<file path="config.mk">
export PLATFORM = sky130hd
export DESIGN_NAME = muldiv_seq
export DESIGN_NICKNAME = d
export VERILOG_FILES = /design/src/rtl/muldiv_seq.sv
export SDC_FILE = /design/constraint.sdc
export NUM_CORES = 2
export LEC_CHECK = 0
export BUFFER_PORTS_ARGS = -buffer_cell sky130_fd_sc_hd__buf_2
export CAP_MARGIN = 20
export CORE_AREA = 3 3 230 232
export CTS_BUF_LIST = sky130_fd_sc_hd__clkbuf_8
export DETAILED_ROUTE_END_ITERATION = 8
export DIE_AREA = 0 0 233 235
export GPL_TIMING_DRIVEN = 1
export PLACE_DENSITY = 0.8
export SYNTH_ARGS = -nofsm -noshare
export SYNTH_HDL_FRONTEND = slang
export SYNTH_SLANG_ARGS = --single-unit
</file>
<file path="constraint.sdc">
create_clock -name clk -period 8.7 [get_ports clk]
set_clock_uncertainty 0.1 [all_clocks]
set_input_delay 1.74 -clock clk [delete_from_list [all_inputs] [get_ports clk]]
set_output_delay 1.74 -clock clk [all_outputs]
set_load 0.02 [all_outputs]
</file>
<file path="src/rtl/muldiv_seq.sv">
// rtl/muldiv_seq.sv - iterative 64-step shift-add multiply / restoring divide sequencer.
// Optional word ops (MULW/DIVW/DIVUW/REMW/REMUW) enabled by defining MULDIV_WORD_EN.
module muldiv_seq #(
  parameter int XLEN = 64
) (
  input  logic            clk,
  input  logic            reset,
  input  logic            in_valid,
  output logic            in_ready,
  input  logic [3:0]      op,
  input  logic [XLEN-1:0] a,
  input  logic [XLEN-1:0] b,
  input  logic            flush,
  output logic            out_valid,
  input  logic            out_ready,
  output logic [XLEN-1:0] c
);
  typedef enum logic [1:0] {IDLE, BUSY, DONE} state_t;

  state_t      state, state_nx;
  logic [5:0]  cnt;
  logic [63:0] acc, x, y, c_r;
  logic        word_r, div_r, rem_r, neg_q, neg_r;

  function automatic logic [63:0] wfix(input logic [63:0] v, input logic w);
    return w ? {{32{v[31]}}, v[31:0]} : v;
  endfunction

  logic        in_word, in_div, in_rem, in_sgn, in_sx, supported;
  logic [63:0] a_ext, b_ext, a_abs, b_abs, spec_res;
  logic        a_neg, b_neg, dz, ovf;

`ifdef MULDIV_WORD_EN
  assign in_word = op[3];
`else
  assign in_word = 1'b0;
`endif

  assign supported = (op[2:0] <= 3'd4) && (!op[3] || in_word);
  assign in_div    = (op[2:0] != 3'd0);
  assign in_rem    = (op[2:0] == 3'd3) || (op[2:0] == 3'd4);
  assign in_sgn    = (op[2:0] == 3'd1) || (op[2:0] == 3'd3);
  assign in_sx     = (op[2:0] != 3'd2) && (op[2:0] != 3'd4);
  assign a_ext     = !in_word ? a : (in_sx ? {{32{a[31]}}, a[31:0]} : {32'b0, a[31:0]});
  assign b_ext     = !in_word ? b : (in_sx ? {{32{b[31]}}, b[31:0]} : {32'b0, b[31:0]});
  assign a_neg     = in_sgn & a_ext[63];
  assign b_neg     = in_sgn & b_ext[63];
  assign a_abs     = a_neg ? -a_ext : a_ext;
  assign b_abs     = b_neg ? -b_ext : b_ext;
  assign dz        = in_div && (b_ext == 64'd0);
  assign ovf       = in_sgn && (in_word ? (a[31:0] == 32'h8000_0000 && b[31:0] == 32'hFFFF_FFFF)
                                        : (a == 64'h8000_0000_0000_0000 && b == '1));
  assign spec_res  = dz ? (in_rem ? a_ext : '1) : (in_rem ? 64'd0 : a_ext);

  // Shared adder: multiply adds the gated multiplicand, divide subtracts the divisor
  // from the shifted partial remainder (always fits 65-bit signed since rem < divisor).
  logic [64:0] add_a, add_b, add_sum;
  logic        div_ok;
  logic [63:0] acc_nx, x_nx, y_nx, res;

  always_comb begin
    add_a = div_r ? {acc, x[63]} : {1'b0, acc};
    add_b = div_r ? ~{1'b0, y} : {1'b0, (x[0] ? y : 64'd0)};
    add_sum = add_a + add_b + {64'd0, div_r};
    div_ok = ~add_sum[64];
    if (div_r) begin
      acc_nx = div_ok ? add_sum[63:0] : add_a[63:0];
      x_nx   = {x[62:0], div_ok};
      y_nx   = y;
    end else begin
      acc_nx = add_sum[63:0];
      x_nx   = {1'b0, x[63:1]};
      y_nx   = {y[62:0], 1'b0};
    end
    if (!div_r)     res = acc_nx;
    else if (rem_r) res = neg_r ? -acc_nx : acc_nx;
    else            res = neg_q ? -x_nx : x_nx;
  end

  always_comb begin
    state_nx = state;
    case (state)
      IDLE: if (in_valid && !flush) state_nx = (supported && !dz && !ovf) ? BUSY : DONE;
      BUSY: if (flush) state_nx = IDLE; else if (cnt == 6'd0) state_nx = DONE;
      DONE: if (flush || out_ready) state_nx = IDLE;
      default: state_nx = IDLE;
    endcase
  end

  always_ff @(posedge clk or posedge reset) begin
    if (reset) begin
      state  <= IDLE;
      cnt    <= 6'd0;
      acc    <= 64'd0;
      x      <= 64'd0;
      y      <= 64'd0;
      c_r    <= 64'd0;
      word_r <= 1'b0;
      div_r  <= 1'b0;
      rem_r  <= 1'b0;
      neg_q  <= 1'b0;
      neg_r  <= 1'b0;
    end else begin
      state <= state_nx;
      case (state)
        IDLE: if (in_valid && !flush) begin
          word_r <= in_word;
          div_r  <= in_div;
          rem_r  <= in_rem;
          neg_q  <= a_neg ^ b_neg;
          neg_r  <= a_neg;
          cnt    <= 6'd63;
          acc    <= 64'd0;
          x      <= in_div ? a_abs : b_ext;
          y      <= in_div ? b_abs : a_ext;
          if (!supported)     c_r <= 64'd0;
          else if (dz || ovf) c_r <= wfix(spec_res, in_word);
        end
        BUSY: if (!flush) begin
          acc <= acc_nx;
          x   <= x_nx;
          y   <= y_nx;
          cnt <= cnt - 6'd1;
          if (cnt == 6'd0) c_r <= wfix(res, word_r);
        end
        default: ;
      endcase
    end
  end

  assign in_ready  = (state == IDLE);
  assign out_valid = (state == DONE);
  assign c         = c_r;
endmodule

</file>
==> flow_summary.json <==
{
  "pre_cts_slack_ns": 1.102,
  "cts_hold_buf": 0,
  "synth_cell_type_count": 114,
  "die_area_sq_um": 54760,
  "place_area_sq_um": 30810,
  "top_layer_used": "met5",
  "grt_max_degree": 165,
  "route.met2.wl_um": 48220,
  "via_count": 34050,
  "cts_buffer_depth": 3,
  "final_common_cell": "nand2_1",
  "grt_usage_pct": 43.91,
  "avgSynthCellArea_sq_um": 7.185,
  "synth-main-ff-cell": "dfrtp_1",
  "fin_area_sq_um": 32040,
  "end_kind": "flip-flop",
  "ys_seq_area_share_pct": 22.69,
  "p_leak_nw": 12.97,
  "maxCapViolations": 0,
  "setup_slack_ns": 0.8874,
  "place_inst": 4757,
  "area_delta_synth_final_pct": 8.394,
  "start_kind": "flip-flop",
  "worst_ep_required_time_ns": 9.17,
  "cts_buffers": 51,
  "die_w_um": 233,
  "drc_errors": 0,
  "fmaxAchievable_mhz": 128.0,
  "die_y_um": 235,
  "tightest_slew_ns": 1.222,
  "rsz0062_at_grt": "no",
  "core_sq_um": 51200,
  "nets": 4343,
  "drt_wl_total_um": 125200,
  "layout_common_cells": "nand2_1, o21ai_0, a21oi_1, nor2_1, dfrtp_1",
  "antenna_left": 0,
  "cp_max_fo": 39,
  "synth_top_cell_area_share_pct": 22.69,
  "synth_area_leaders": "dfrtp_1, o21ai_0, a21oi_1",
  "dr.pass1.iters": 7,
  "wl_per_cell_um": 25.80,
  "slew_violations": 0,
  "hpwl_um": 94000,
  "wirelength_met1_um": 48780,
  "wl_met3_um": 21470,
  "fin_tns_setup_ns": 0,
  "drive_above_1_share_pct": 12.80,
  "grt_pass1_vias": 30000,
  "cts.sinks": 268,
  "synth_nets": 4323,
  "yosys_warnings": 0,
  "path_class": "reg -> reg",
  "fillers": 4754,
  "cts_tree": "yes",
  "synth-seq-cells": 268,
  "hold_class": "reg -> reg",
  "synth_cells": 4114,
  "clk_pin_slew_worst_paths_ns": 0.07,
  "via_per_inst": 7.014,
  "initial_core_util_pct": 57.73,
  "cts_root_buf": "clkbuf_8",
  "cts.htree.levels": 2,
  "grt_first_pass_wirelength_um": 186200,
  "setup_viol_count_final": 0,
  "final_cells": 4854,
  "placement_rows": 83,
  "io-pin-count": 203,
  "place.gp.congestion": 1.054,
  "antenna_found_initial": 5,
  "status": "completed",
  "hold_viol": 0,
  "cts_resized": 0,
  "final_core_util_pct": 62.58,
  "clock_latency_ns": 0.67,
  "vdd.ir_drop.worst_mv": 0.2223,
  "powerDensity_nw_per_um2": 292.6,
  "synth_top_area_cell": "dfrtp_1",
  "portBuffers": 202,
  "synth_edf_count": 0,
  "drt-initial-drc-count": 5622,
  "cp.arrival_ns": 8.29,
  "period_minus_slack_ns": 7.813,
  "overflow": 0,
  "cts_setup_buffers": 0,
  "synth_area_sq_um": 29560,
  "async_flop_share_pct": 100.0,
  "fin_crit_sh_pct": 89.80,
  "slew_headroom_pct": 18.52
}
==> where the power goes <==
group,leakage [nW],switching [mW],internal [mW]
logic,8.89,3.64,1.78
registers,3.43,0.811,1.68
clock network,0.644,0.635,0.835
==> final cells by class <==
class	count	area [sq um]	share of cell area, %
antenna	1	2.502	0.007811
inverter	59	225.2	0.7030
tap	680	850.8	2.656
timing repair buffer	269	1595	4.979
sequential	268	6713	20.95
clock inverter	25	241.5	0.7537
clock buffer	67	922.1	2.878
multi-input combinational	3485	21490	67.07
==> synthesized netlist by cell type, types with 41 or more instances <==
master	instances
xor2_1	110
or3_1	46
ha_1	70
a21oi_1	431
o21ai_0	519
xnor2_1	148
dfrtp_1	268
clkbuf_1	218
nand3_1	75
a211oi_1	129
nand2_1	528
mux2_2	95
nor2_1	374
inv_1	58
mux2i_1	80
nor4_1	53
nor3_1	83
o31ai_1	41
buf_2	61
nand4_1	52
==> sequential cells by signal (all words and copies together) (netlist names) <==
register and cells:
rem_r 1, cnt 6, acc 64, state 2
x 64, neg_r 1, y 64, neg_q 1
div_r 1, c 64
==> worst max-delay path, stage by stage, from the launching register on <==
cell and delay, ns:
dfrtp_4 0.62, inv_2 0.57, buf_4 0.35, o21ai_0 0.13, ha_1 0.45, and4_1 0.31
and2_1 0.21, a221o_1 0.39, a21oi_4 0.28, mux2i_1 0.13, a21oi_1 0.12, nand3_1 0.32
inv_1 0.23, ha_1 0.18, nand2_1 0.09, or3_1 0.52, or3_4 0.45, or4_4 0.60
or2_2 0.35, o41ai_1 0.44, xnor2_1 0.18, nor2_1 0.07, a2111oi_0 0.29, o311ai_0 0.20
nand3_1 0.12
==> through the flow <==
stage	hold slack [ns]	power, mW
floorplan	0.3562	5.683
global placement	0.3549	7.489
CTS	0.3840	9.022
finish	0.3813	9.373
detailed placement	0.3712	7.542
global route	0.3990	9.779
==> logic make-up after synthesis <==
logic type	count (synthesis)	synth area share (%)
AO/OA/AOI/OAI	1538	32.05
AND/OR/NAND/NOR	1434	22.97
buffers and inverters	361	4.910
flip-flops	268	22.69
XOR/XNOR	258	7.645
multiplexers	177	6.426
adder cells (fa/ha/maj)	78	3.302
==> final timing paths <==
path	from	to	slack, ns	cells past startpoint
max in group asynchronous	reset	c[48]	5.80	4
worst min-delay path	c[16]	c[16]	0.38	2
min in group asynchronous	reset	y[11]	1.23	3
worst min register to register	c[16]	c[16]	0.38	2
worst max register to register	div_r	c[48]	0.89	24
worst max-delay path	div_r	c[48]	0.89	24
==> metal layers <==
layer	track usage, %	up-vias
li1	-	15260
met1	61.88	15770
met2	57.86	2583
met3	18.22	422
met4	19.69	8
met5	0	-
Power figures use the tool's default switching activity.
